### config.mk
export PLATFORM = sky130hd
export DESIGN_NAME = chan_select_rr
export DESIGN_NICKNAME = d
export VERILOG_FILES = /design/src/rtl/chan_select_pkg.sv /design/src/rtl/rr_pick.sv /design/src/rtl/chan_select_rr.sv
export SDC_FILE = /design/constraint.sdc
export NUM_CORES = 1
export LEC_CHECK = 0
export ABC_AREA = 0
export ABC_CLOCK_PERIOD_IN_PS = 9880
export CAP_MARGIN = 25
export CORE_AREA = 8 8 432 434
export CTS_BUF_LIST = sky130_fd_sc_hd__clkbuf_8
export CTS_CLUSTER_SIZE = 28
export DETAILED_ROUTE_END_ITERATION = 8
export DIE_AREA = 0 0 440 442
export PLACE_DENSITY = 0.3
export SLEW_MARGIN = 0
export SYNTH_ARGS = -nofsm -noshare
export SYNTH_HDL_FRONTEND = slang
export SYNTH_SLANG_ARGS = --single-unit
### constraint.sdc
create_clock -name clk -period 9.88 [get_ports clk]
set_input_delay 1.482 -clock clk [delete_from_list [all_inputs] [get_ports clk]]
set_output_delay 1.482 -clock clk [all_outputs]
set_load 0.01 [all_outputs]
### src/rtl/chan_select_pkg.sv
// Shared constants, output-stage state type and width helper for the channel selector family.
package chan_select_pkg;

    localparam logic MODE_FIXED = 1'b0;
    localparam logic MODE_RR    = 1'b1;

    typedef enum logic {
        ST_EMPTY = 1'b0,
        ST_FULL  = 1'b1
    } out_state_e;

    // Index width that never collapses to zero bits for tiny channel counts.
    function automatic int clog2_min1(input int n);
        return ($clog2(n) < 1) ? 1 : $clog2(n);
    endfunction

endpackage

### src/rtl/rr_pick.sv
// Combinational rotating-priority picker: first set request at or after ptr, wrapping modulo N_CH.
module rr_pick
    import chan_select_pkg::*;
#(
    parameter int N_CH  = 32,
    parameter int SEL_W = clog2_min1(N_CH)
) (
    input  logic [N_CH-1:0]  req_i,
    input  logic [SEL_W-1:0] ptr_i,
    output logic [SEL_W-1:0] grant_o,
    output logic             found_o
);

    int   start_idx;
    int   idx;
    logic hit;

    // Scan N_CH positions starting at ptr; an out-of-range ptr restarts the scan at channel 0.
    always_comb begin
        grant_o   = '0;
        found_o   = 1'b0;
        idx       = 0;
        hit       = 1'b0;
        start_idx = (int'(ptr_i) < N_CH) ? int'(ptr_i) : 0;
        for (int k = 0; k < N_CH; k++) begin
            idx     = (start_idx + k >= N_CH) ? (start_idx + k - N_CH) : (start_idx + k);
            hit     = !found_o && req_i[idx[SEL_W-1:0]];
            grant_o = hit ? SEL_W'(idx) : grant_o;
            found_o = found_o | hit;
        end
    end

endmodule

### src/rtl/chan_select_rr.sv
// N-channel valid/ready selector with fixed or round-robin choice and one registered output stage.
// Optional out_par output when CHAN_SELECT_PARITY_EN is defined.
module chan_select_rr
    import chan_select_pkg::*;
#(
    parameter int DATA_W = 32,
    parameter int N_CH   = 32,
    parameter int SEL_W  = clog2_min1(N_CH)
) (
    input  logic                   clk,
    input  logic                   rst,
    input  logic                   ena,
    input  logic                   mode,
    input  logic [SEL_W-1:0]       sel,
    input  logic [N_CH*DATA_W-1:0] in_data,
    input  logic [N_CH-1:0]        in_valid,
    output logic [N_CH-1:0]        in_ready,
    output logic [DATA_W-1:0]      out_data,
    output logic [SEL_W-1:0]       out_ch,
    output logic                   out_valid,
    input  logic                   out_ready
`ifdef CHAN_SELECT_PARITY_EN
    ,
    output logic                   out_par
`endif
);

    out_state_e        state_q, state_d;
    logic [DATA_W-1:0] data_q, data_d;
    logic [SEL_W-1:0]  ch_q, ch_d;
    logic [SEL_W-1:0]  ptr_q, ptr_d;

    logic [SEL_W-1:0]  rr_grant;
    logic              rr_found;
    logic              fix_found;
    logic [SEL_W-1:0]  cand_idx;
    logic              cand_found;
    logic              load_ok;
    logic              load;
    logic [DATA_W-1:0] cand_data;

    rr_pick #(
        .N_CH  (N_CH),
        .SEL_W (SEL_W)
    ) u_rr_pick (
        .req_i   (in_valid),
        .ptr_i   (ptr_q),
        .grant_o (rr_grant),
        .found_o (rr_found)
    );

    // Fixed-mode candidate exists only when sel names a real channel that is valid.
    always_comb begin
        fix_found = 1'b0;
        for (int i = 0; i < N_CH; i++) begin
            fix_found = fix_found | ((sel == SEL_W'(i)) & in_valid[i]);
        end
    end

    // Candidate choice, load qualification and one-hot ready toward the winner.
    always_comb begin
        cand_idx   = (mode == MODE_RR) ? rr_grant : sel;
        cand_found = (mode == MODE_RR) ? rr_found : fix_found;
        load_ok    = !rst && !ena && ((state_q == ST_EMPTY) || out_ready);
        load       = load_ok && cand_found;
        for (int i = 0; i < N_CH; i++) begin
            in_ready[i] = load && (cand_idx == SEL_W'(i));
        end
    end

    // Data mux for the winning channel.
    always_comb begin
        cand_data = '0;
        for (int i = 0; i < N_CH; i++) begin
            cand_data = (cand_idx == SEL_W'(i)) ? in_data[i*DATA_W +: DATA_W] : cand_data;
        end
    end

    // Output-stage next state: a simultaneous drain and load keeps the stage full.
    always_comb begin
        state_d = state_q;
        case (state_q)
            ST_EMPTY: state_d = load ? ST_FULL : ST_EMPTY;
            ST_FULL:  state_d = (load || !out_ready) ? ST_FULL : ST_EMPTY;
            default:  state_d = ST_EMPTY;
        endcase

        if (load) begin
            data_d = cand_data;
            ch_d   = cand_idx;
        end else begin
            data_d = data_q;
            ch_d   = ch_q;
        end

        if (load && (mode == MODE_RR)) begin
            ptr_d = (cand_idx == SEL_W'(N_CH - 1)) ? '0 : (cand_idx + SEL_W'(1));
        end else begin
            ptr_d = ptr_q;
        end
    end

    // State, beat and pointer registers.
    always_ff @(posedge clk) begin
        if (rst) begin
            state_q <= ST_EMPTY;
            data_q  <= '0;
            ch_q    <= '0;
            ptr_q   <= '0;
        end else begin
            state_q <= state_d;
            data_q  <= data_d;
            ch_q    <= ch_d;
            ptr_q   <= ptr_d;
        end
    end

    assign out_data  = data_q;
    assign out_ch    = ch_q;
    assign out_valid = (state_q == ST_FULL);

`ifdef CHAN_SELECT_PARITY_EN
    logic par_q, par_d;

    function automatic logic calc_parity(input logic [DATA_W-1:0] d);
        return ^d;
    endfunction

    // Parity follows the loaded beat and is held otherwise.
    always_comb begin
        if (load) begin
            par_d = calc_parity(cand_data);
        end else begin
            par_d = par_q;
        end
    end

    // Parity register.
    always_ff @(posedge clk) begin
        if (rst) begin
            par_q <= 1'b0;
        end else begin
            par_q <= par_d;
        end
    end

    assign out_par = par_q;
`endif

endmodule

**Yosys cells after proc, flatten, opt, wreduce, memory -nomap -nowiden**

Index checks and enable logic that the tools add are counted.

- Flip-flop bits (word level): 43
- Latch bits: 0
- Memory bits (writable): 0
- ROM bits: 0
- Logic and storage cells: 560
- Memories kept: 0

- $add $sub $neg: 64
- Multiply operators: 0
- Div/mod/pow operators: 0
- $lt $le $gt $ge: 64
- Equal/unequal tests: 62
- Shift-type cells: 0
- Mux-type cells: 166
- Bitwise gates (word level): 95
- Reduce and logical (&&, ||, !) cells: 105

Operators with widths:

| operator | number |
|---|---|
| two-way mux 32 bit | 32 |
| two-way mux 5 bit | 66 |
| < comparator 5 x 6 -> 1 bit, second input constant | 32 |
| greater-or-equal comparator 6 bit, second input constant | 31 |
| binary-select mux 1 bit (select 5 bit) | 32 |
| equality test 5 bit, second input constant | 32 |
| subtractor 5 x 1 -> 5 bit, second input constant | 32 |
| adder 5 x 5 -> 6 bit, second input constant | 16 |
| equality test 5 x 4 -> 1 bit, second input constant | 16 |
| logical AND 1 bit | 67 |
| bitwise OR 1 bit | 62 |
| adder 5 x 4 -> 6 bit, second input constant | 8 |
| equality test 5 x 3 -> 1 bit, second input constant | 8 |
| two-way mux 1 bit | 35 |
| zero test 1 bit | 34 |
| bitwise AND 1 bit | 32 |
| adder 5 x 3 -> 6 bit, second input constant | 4 |
| equality test 5 x 2 -> 1 bit, second input constant | 4 |
| adder 5 x 2 -> 6 bit, second input constant | 2 |
| equality test 5 x 1 -> 1 bit, second input constant | 2 |
| zero test 5 bit | 2 |
| adder 5 x 1 -> 6 bit, second input constant | 1 |
| greater-or-equal comparator 5 x 6 -> 1 bit, second input constant | 1 |
| adder 5 x 1 -> 5 bit, second input constant | 1 |
| other kinds (3) | 4 |

**Longest topological paths before layout**

Gate-level depths: netlist (run 1).

- Word-level depth: 131
- Depth in mapped cells: 40

**Cells and area by module**

A second synthesis (run 1) with hierarchy kept.

- Cells, all modules: 2,621
- Area total of the unflattened synthesis: 18,168.7 µm²

By module, submodules not included:

| module | instances | cells an instance | area an instance (µm²) | seq. area each (µm²) |
|---|---|---|---|---|
| chan_select_rr | 1 | 1,891 | 12,136.6 | 860.8 |
| rr_pick | 1 | 730 | 6,032.0 | 0.0 |

**Worst setup path after synthesis (run 1)**

No wires, ideal clock.

- Kind: reg-to-output
- From: reg ptr_q[1]
- To: out in_ready[31]
- Arrival time: 7.491 ns
- Slack: 0.907 ns
- Cell stages (with the launch flop): 32
- Buffers on the path: 11
- Cell sequence: dfxtp_1 -> buf_6 -> buf_6 -> buf_6 -> buf_6 -> buf_6 -> clkinv_1 -> ha_1 -> buf_2 -> buf_2 -> buf_2 -> mux2i_1 -> mux2i_1 -> mux4_2 -> mux2i_1 -> or4b_1 -> clkbuf_1 -> nor3_1 -> nand2_4 -> or4_1 -> nor4b_1 -> a21oi_1 -> mux2i_1 -> inv_1 -> ha_1 -> clkbuf_1 -> clkinv_1 -> nor2_1 -> ha_1 -> clkinv_1 -> clkbuf_1 -> nor2_1

- Longest elaborated chain between the ends: 100

Ends and longest elaborated chain:

| item | RTL line | source |
|---|---|---|
| start: declaration | chan_select_rr.sv:31 | `logic [SEL_W-1:0] ptr_q, ptr_d;` |
| start signal: assignment | chan_select_rr.sv:114 | `ptr_q <= ptr_d;` |
| adder 5 x 1 -> 6 bit, or another cell as far along | rr_pick.sv:26 | `idx = (start_idx + k >= N_CH) ? (start_idx + k - N_CH) : (start_idx + k);` |
| subtractor 5 x 1 -> 5 bit, or another cell as far along | rr_pick.sv:26 |  |
| two-way mux 5 bit or binary-select mux 1 bit (select 5 bit) (tied branches) | rr_pick.sv:26, rr_pick.sv:27 |  |
| binary-select mux 1 bit (select 5 bit) or two-way mux 1 bit (tied branches) | rr_pick.sv:27 | `hit = !found_o && req_i[idx[SEL_W-1:0]];` |
| two-way mux 1 bit (implied by the code) or zero test 1 bit (tied branches) | rr_pick.sv:27 |  |
| logical AND 1 bit | rr_pick.sv:27 |  |
| bitwise OR 1 bit | rr_pick.sv:29 | `found_o = found_o \| hit;` |
| zero test 1 bit | rr_pick.sv:27 |  |
| [... 85 more ...] | - |  |
| bitwise OR 1 bit | rr_pick.sv:29 |  |
| zero test 1 bit | rr_pick.sv:27 |  |
| logical AND 1 bit | rr_pick.sv:27 |  |
| two-way mux 5 bit * | rr_pick.sv:28 | `grant_o = hit ? SEL_W'(idx) : grant_o;` |
| two-way mux 5 bit * | chan_select_rr.sv:62 | `cand_idx = (mode == MODE_RR) ? rr_grant : sel;` |
| net cand_idx[0] | chan_select_rr.sv:36 | `logic [SEL_W-1:0] cand_idx;` |
| equality test 5 bit * | chan_select_rr.sv:67 | `in_ready[i] = load && (cand_idx == SEL_W'(i));` |
| logical AND 1 bit * | chan_select_rr.sv:67 |  |
| end: declaration | chan_select_rr.sv:17 | `output logic [N_CH-1:0] in_ready,` |

Mark *: on every way through the listed nets, which the timed path passes. The rest lies on a longest branch. The select of a mux whose other input is x is not followed.

**Final worst setup path (run 1)**

- From: in in_valid[22]
- To: out in_ready[31]

- Longest elaborated chain between the ends: 98

Ends and longest elaborated chain:

| item | RTL line | source |
|---|---|---|
| start: declaration | chan_select_rr.sv:16 | `input logic [N_CH-1:0] in_valid,` |
| binary-select mux 1 bit (select 5 bit) | rr_pick.sv:27 |  |
| two-way mux 1 bit (implied by the code) | rr_pick.sv:27 |  |
| zero test 1 bit | rr_pick.sv:27 |  |
| logical AND 1 bit | rr_pick.sv:27 |  |
| bitwise OR 1 bit | rr_pick.sv:29 |  |
| zero test 1 bit | rr_pick.sv:27 |  |
| logical AND 1 bit | rr_pick.sv:27 |  |
| bitwise OR 1 bit | rr_pick.sv:29 |  |
| [... 83 more ...] | - |  |
| bitwise OR 1 bit | rr_pick.sv:29 |  |
| zero test 1 bit | rr_pick.sv:27 |  |
| logical AND 1 bit | rr_pick.sv:27 |  |
| two-way mux 5 bit * | rr_pick.sv:28 |  |
| two-way mux 5 bit * | chan_select_rr.sv:62 |  |
| net cand_idx[1] | chan_select_rr.sv:36 |  |
| equality test 5 bit * | chan_select_rr.sv:67 |  |
| logical AND 1 bit * | chan_select_rr.sv:67 |  |

Marks and branches as above.

==> flow_metrics.env, run 1 <==
export IMPL_path_buf_inv=7
export IMPL_ios=1136
export IMPL_clkTransAtPathRegs_ps=110
export IMPL_dp_cells=6384
export IMPL_die_area_sq_um=194000
export IMPL_yosys_warnings=0
export IMPL_grt_start_max_net_pins=48
export IMPL_power_density_nw_per_um2=97.9
export IMPL_cts_tree="done"
export IMPL_drt_total_wl_um=303000
export IMPL_arrival_ps=8220
export IMPL_pwr_share_seq=0.067
export IMPL_clkLatencyLatePin_ps=370
export IMPL_die_h_um=442
export IMPL_maxCapViolCount=0
export IMPL_fin_crit_sh=0.982
export IMPL_slew_viol_final=0
export IMPL_core_area_sq_um=180000
export IMPL_slowest_stage="clkdlybuf4s50_1"
export IMPL_sw_frac_of_total=0.594
export IMPL_grt_pass1_wl_um=377000
export IMPL_h_tree_depth=2
export IMPL_antenna_found_initial=189
export IMPL_tightest_slew_ps=1300
export IMPL_ys_flop_type="dfxtp_1"
export IMPL_cts_max_path_buffers=2
export IMPL_ys_types=112
export IMPL_cp_max_fo=9
export IMPL_holdCritPathClass="reg -> reg"
export IMPL_synth_seq_area_share=0.0442
export IMPL_final_common_cell="clkdlybuf4s50_1"
export IMPL_critPathLaunchType="primary input"
export IMPL_switchingPower_mw=2.10
export IMPL_instances_no_fill=6485
export IMPL_synth_net_count=3875
export IMPL_seqCellArea_sq_um=868
export IMPL_max_stage_delay_ps=680
export IMPL_dr_pass1_iters=6
export IMPL_dr_total_vias=33200
export IMPL_rows=156
export IMPL_syn_to_final_growth_pct=85.3
export IMPL_multiInputGateArea_sq_um=17700
export IMPL_slew_headroom=0.136
export IMPL_ctsResizeCount=1
export IMPL_fillers=20400
export IMPL_path_class="in -> out"
export IMPL_drt_first_iter_violations=3943
export IMPL_post_route_min_period_ps=9710
export IMPL_drive_gt1_frac=0.163
export IMPL_power_internal_mw=1.43
export IMPL_critical_path_top_delay_family="buffers and inverters"
export IMPL_gr_total_overflow=0
export IMPL_start_util=0.108
export IMPL_power_mw=3.53
export IMPL_grt_pass1_vias=32600
export IMPL_dp_hpwl_um=269000
export IMPL_power_leakage_nw=12.1
export IMPL_crit_chain="clkdlybuf4s50_1 -> mux2_2 -> mux4_2 -> mux4_2 -> a211oi_4 -> and3_1 -> nand4_2 -> nor2_1 -> buf_4 -> nand2_1 -> a21oi_1 -> a311oi_1 -> a22oi_1 -> o22ai_1 -> a22oi_1 -> buf_4 -> ha_4 -> clkinv_1 -> nor2_1 -> ha_2 -> clkinv_1 -> nor2_1 -> buf_4 -> clkdlybuf4s50_1"
export IMPL_clkPwrFrac=0.045
export IMPL_rsz0062_at_grt="no"
export IMPL_hold_buffers=0
export IMPL_ant_nets=0
export IMPL_ir_drop_uv=47.5
export IMPL_portBuffers=1135
export IMPL_clock_fmax_ghz=0.103
export IMPL_detail_route_wl_per_cell_um=46.7
export IMPL_synth_ff_latch_count=43
export IMPL_syn_inst=2791
export IMPL_fin_skew_ps=16.2
export IMPL_fp_dieW_um=440
export IMPL_layout_nets=5107
export IMPL_grt_use_total=0.294
export IMPL_end_kind="primary output"
export IMPL_hold_viol_final=0
export IMPL_worstPathRequired_ps=8400
export IMPL_netlist_area_sq_um=19500
export IMPL_vias_per_cell=5.12
export IMPL_clock_sinks=43
export IMPL_synth_edf_count=0
export IMPL_fin_setup_tns_ps=0
export IMPL_clk_root_buffer_cell="clkbuf_8"
export IMPL_cts_buffers=5
export IMPL_avgSynthCellArea_sq_um=6.98
export IMPL_layout_common_cells="1,123 x clkdlybuf4s50_1, 347 x buf_4, 276 x nor2_1"
export IMPL_post_cts_setup_buffer_count=0
export IMPL_combPwrFrac=0.888
export IMPL_status="completed"
export IMPL_gp_congestion=1.03
export IMPL_async_flop_share=0
export IMPL_setup_viol=0
export IMPL_drcViolationCount=0
[worst paths after layout]
path | startpoint | to | slack [ps] | cells past startpoint
worst min register to register | out_ch[3] | out_ch[3] | 470 | 2
worst min-delay path | out_ch[3] | out_ch[3] | 470 | 2
worst max-delay path | in_valid[22] | in_ready[31] | 170 | 24
worst max register to register | ptr_q[1] | out_data[7] | 390 | 29
[metrics by stage]
step,cell area [sq um],worst slack (ps),hold slack (ps),utilization
floorplan,19500,907,481,-
global placement,35700,-518,444,0.198
detailed placement,35700,-540,456,0.199
CTS,35800,132,472,0.199
global route,36000,1.52,500,0.200
finish,36100,175,471,0.201
[registers in the layout, indices dropped and copies added (netlist names)]
register / flops
out_valid: 1
ptr_q: 5
out_ch: 5
out_data: 32
[area by class of cell]
class / instances / area share
Multi-Input combinational cell: 2451 / 0.490
Timing Repair Buffer: 1488 / 0.391
Tap cell: 2370 / 0.0822
Sequential cell: 43 / 0.0241
Antenna cell: 92 / 0.00638
Inverter: 34 / 0.00357
Clock buffer: 6 / 0.00229
Clock inverter: 1 / 0.000139
[power by group through the flow]
stage | clock (mW) | sequential, mW | combinational, mW
2_1_floorplan | 0 | 0.231 | 1.11
4_1_cts | 0.162 | 0.237 | 3.08
6_report | 0.160 | 0.237 | 3.14
3_3_place_gp | 0 | 0.242 | 3.09
3_5_place_dp | 0 | 0.241 | 3.06
5_1_grt | 0.166 | 0.238 | 3.19
[worst register-to-register path, delay by kind of cell, from the launching register on]
kind            cells  cell delay (ps)
mux                 3             1700
compound gates     12             3070
fa+ha+maj           1              230
simple gates        5             1540
buf+inv             8             2470
flops               1              390
[synthesized netlist by cell type, types with 12 or more instances]
master       n  area (sq um)
nor2_1     280          1050
nand2_1    267          1000
o21ai_0    205          1030
clkbuf_1   178           668
a21oi_1    165           826
o22ai_1    110           688
mux2i_1     99           991
nand3_1     95           475
a22oi_1     87           653
mux4_2      83          1870
nor3_1      81           405
a221oi_1    73           639
o211ai_1    71           533
mux2_2      59           664
o221ai_1    54           473
buf_2       46           230
dfxtp_1     43           861
or3_1       40           250
a221o_1     38           380
a31oi_1     38           238
nand4_1     32           200
a211oi_1    30           225
o21a_1      30           225
a22o_1      28           245
and3_1      25           156
inv_1       24          90.1
xnor2_1     22           193
nand2b_1    21           131
a2111oi_0   20           175
a211o_1     19           166
a21o_1      19           143
o21ai_1     19          95.1
buf_1       18          67.6
ha_1        18           225
nor4_1      18           113
o221a_2     17           191
o31ai_1     17           128
a32oi_1     14           123
o2111ai_1   12           105
xor2_1      12           105
[cells by family (layout without fill, tap and decap cells)]
logic type	Yosys count	in the layout	share of synthesized area
simple gates	959	959	0.240
fa+ha+maj	18	18	0.0116
compound gates	1198	1198	0.441
xor+xnor	34	34	0.0153
other cells	0	92	0
flops	43	43	0.0442
buf+inv	297	1529	0.0662
mux	242	242	0.182
[metal layers]
metal,up-vias,share of wire,track usage
li1,13800,-,-
met1,17000,0.39,0.350
met2,1946,0.48,0.493
met3,431,0.063,0.0547
met4,46,0.065,0.166
met5,-,0.00096,0
No activity file was read; power rests on OpenSTA's default activity.
==> run 2, diff against run 1 <==
--- a/config.mk
+++ b/config.mk
@@ -8,13 +8,15 @@
 export ABC_AREA = 0
 export ABC_CLOCK_PERIOD_IN_PS = 9880
 export CAP_MARGIN = 25
-export CORE_AREA = 8 8 432 434
+export CORE_AREA = 8 8 435 437
 export CTS_BUF_LIST = sky130_fd_sc_hd__clkbuf_8
-export CTS_CLUSTER_SIZE = 28
+export CTS_CLUSTER_SIZE = 30
 export DETAILED_ROUTE_END_ITERATION = 8
-export DIE_AREA = 0 0 440 442
+export DIE_AREA = 0 0 443 445
 export PLACE_DENSITY = 0.3
+export REMOVE_ABC_BUFFERS = 1
 export SLEW_MARGIN = 0
 export SYNTH_ARGS = -nofsm -noshare
 export SYNTH_HDL_FRONTEND = slang
+export SYNTH_HIERARCHICAL = 1
 export SYNTH_SLANG_ARGS = --single-unit
==> flow_metrics.env, run 2 <==
export IMPL_status="completed"
export IMPL_worstPathRequired_ps=8400
export IMPL_place_area_sq_um=34800
export IMPL_ys_flop_type="dfxtp_1"
export IMPL_drcViolationCount=0
export IMPL_core_area_sq_um=182000
export IMPL_yosys_warnings=6
export IMPL_synth_most_common_cell="nor2_1"
export IMPL_end_kind="primary output"
export IMPL_setup_viol=0
export IMPL_dr_pass1_iters=6
export IMPL_clk_root_buffer_cell="clkbuf_8"
export IMPL_power_leakage_nw=11.7
export IMPL_critical_path_top_delay_family="simple AND/OR/NAND/NOR gates"
export IMPL_power_mw=3.34
export IMPL_reg2regPathDepth=30
export IMPL_largest_reg_flops=32
export IMPL_path_class="in -> out"
export IMPL_dr_total_vias=30500
export IMPL_hold_viol_final=0
export IMPL_synth_edf_count=0
export IMPL_cts_tree="done"
export IMPL_gr_total_overflow=0
export IMPL_cts_max_path_buffers=2
export IMPL_fp_dieW_um=443
export IMPL_async_flop_share=0
export IMPL_rrSetupSlack_ps=730
export IMPL_post_route_min_period_ps=9610
export IMPL_syn_inst=2621
export IMPL_clock_fmax_ghz=0.104
export IMPL_critPathLaunchType="primary input"
export IMPL_fin_skew_ps=11.1
export IMPL_ys_top_cells_by_area="mux4_2 8.4%, nor2_1 5.6%, a21oi_1 4.9%"
export IMPL_layout_nets=4960
export IMPL_h_tree_depth=2
export IMPL_hold_depth=2
export IMPL_ios=1136
export IMPL_grt_pass1_wl_um=333000
export IMPL_portBuffers=1135
export IMPL_grt_start_max_net_pins=73
export IMPL_detail_route_wl_per_cell_um=42.0
export IMPL_syn_to_final_growth_pct=93.1
export IMPL_cts_buffers=5
export IMPL_arrival_ps=8130
export IMPL_die_h_um=445
export IMPL_vias_per_cell=4.85
export IMPL_drt_first_iter_violations=2867
export IMPL_crit_chain="clkdlybuf4s50_1 -> mux4_1 -> buf_4 -> mux4_1 -> mux2_2 -> or4_1 -> nor4_1 -> buf_4 -> nand2_1 -> nor2_1 -> and3_1 -> or4_1 -> nor3_1 -> a21oi_1 -> nand2_1 -> o21a_1 -> inv_1 -> ha_4 -> inv_2 -> a21oi_2 -> ha_2 -> inv_2 -> nor2_2 -> clkdlybuf4s50_1"
export IMPL_drt_total_wl_um=265000
export IMPL_ys_types=97
export IMPL_r2r_start="ptr_q[0]"
export IMPL_synth_ff_latch_count=43
export IMPL_fin_crit_sh=0.973
export IMPL_ant_nets=0
export IMPL_hold_buffers=0
export IMPL_reg2reg_to="out_data[12]"
export IMPL_final_area_sq_um=35100
export IMPL_maxCapViolCount=0
export IMPL_clkTransAtPathRegs_ps=120
export IMPL_rows=157
export IMPL_grt_use_total=0.251
export IMPL_power_density_nw_per_um2=95.2
export IMPL_final_common_cell="clkdlybuf4s50_1"
export IMPL_yosys_top_cells_count="270 x nor2_1, 222 x nand2_1, 177 x a21oi_1"
export IMPL_dp_hpwl_um=231000
export IMPL_slew_headroom=0.269
export IMPL_antenna_found_initial=82
export IMPL_synth_top_area_frac=0.0843
export IMPL_grt_pass1_vias=31300
export IMPL_tightest_slew_ps=1100
export IMPL_avgSynthCellArea_sq_um=6.93
export IMPL_start_util=0.0998
export IMPL_path_buf_inv=7
export IMPL_clock_sinks=43
export IMPL_max_stage_delay_ps=660
export IMPL_yosysTopAreaCell="mux4_2"
export IMPL_min_to="out_data[24]"
export IMPL_clkLatencyLatePin_ps=380
export IMPL_holdCritPathClass="reg -> reg"
export IMPL_die_area_sq_um=197000
export IMPL_gp_congestion=0.943
export IMPL_rsz0062_at_grt="no"
export IMPL_synth_seq_area_share=0.0474
export IMPL_slew_viol_final=0
export IMPL_drive_gt1_frac=0.157
export IMPL_fillers=20600
export IMPL_slowest_stage="or4_1"
export IMPL_cp_max_fo=11
export IMPL_layout_common_cells="1,125 x clkdlybuf4s50_1, 344 x buf_4, 255 x nor2_1"
export IMPL_netlist_area_sq_um=18200
export IMPL_min_from="out_data[24]"
export IMPL_ir_drop_uv=44.9
[run 2: cell count changes after synthesis, moves of 22 or more]
cell      previous run  this run
o21ai_0            205       166
nand3_1             95        53
o211ai_1            71        42
nor3b_1              2        30
nand2_1            267       222
or3_1               40        17
a211oi_1            30        54
mux2_2              59        37
[run 2: logic make-up after synthesis]
| kind of cell | count (synthesis) | synth area share |
|---|---|---|
| compound gates | 1143 | 0.449 |
| xor+xnor | 32 | 0.0158 |
| fa+ha+maj | 18 | 0.0124 |
| buf+inv | 285 | 0.0652 |
| flops | 43 | 0.0474 |
| mux | 195 | 0.161 |
| simple gates | 905 | 0.250 |
[run 2: per-layer routing]
metal / up-vias / track usage / wire length (um)
met5: - / 0 / 233
met4: 36 / 0.0777 / 10100
met2: 1440 / 0.494 / 144000
li1: 13200 / - / -
met3: 261 / 0.0336 / 12400
met1: 15600 / 0.277 / 98300
[run 2: area by class of cell]
| class | count | area, sq um | share of cell area |
|---|---|---|---|
| multi-input combinational | 2293 | 16600 | 0.472 |
| inverter | 38 | 145 | 0.00414 |
| tap | 2385 | 2980 | 0.0851 |
| sequential | 43 | 863 | 0.0246 |
| timing repair buffer | 1495 | 14300 | 0.408 |
| clock inverter | 2 | 33.8 | 0.000963 |
| antenna | 43 | 108 | 0.00307 |
| clock buffer | 5 | 68.8 | 0.00196 |
[run 2: worst max-delay path by stage]
stage	slack, ps	startpoint	to	cells past startpoint
detailed placement	-300	in_valid[24]	out_data[12]	25
global placement	-290	in_valid[10]	out_data[12]	28
CTS	7	in_valid[25]	in_ready[15]	21
finish	270	in_valid[10]	in_ready[15]	24
floorplan	-4170	ptr_q[1]	in_ready[31]	18
global route	8	in_valid[10]	in_ready[15]	24
[run 2: per-stage QoR]
step | instances | util | setup TNS (ps) | setup slack (ps) | hold WS [ps]
2_1_floorplan | 2374 | - | -217740 | -4170 | 476
3_3_place_gp | 6251 | 0.191 | -944 | -291 | 441
3_5_place_dp | 6251 | 0.191 | -941 | -296 | 447
4_1_cts | 6258 | 0.192 | 0 | 6.90 | 469
5_1_grt | 6282 | 0.192 | 0 | 7.97 | 493
6_report | 6304 | 0.193 | 0 | 266 | 469
[run 2: timing repair]
| item | in CTS | in global routing |
|---|---|---|
| gates resized for setup | 2 | 13 |
| setup buffers | 0 | 3 |
| endpoints found under the setup margin | 2 | 9 |
[run 2: worst reg2reg max path, delay by kind of cell, from the launching register on]
family                   cells  cell delay [ps]
buffers and inverters        8             2440
AO/OA/AOI/OAI                7             1850
flip-flops                   1              350
multiplexers                 3             1680
adder cells (fa/ha/maj)      1              270
AND/OR/NAND/NOR             11             2410
[run 2: report_power, final]
group	switching [mW]	internal, mW
Sequential	0.0363	0.203
Combinational	1.73	1.20
Clock	0.0985	0.0738
Total	1.86	1.47
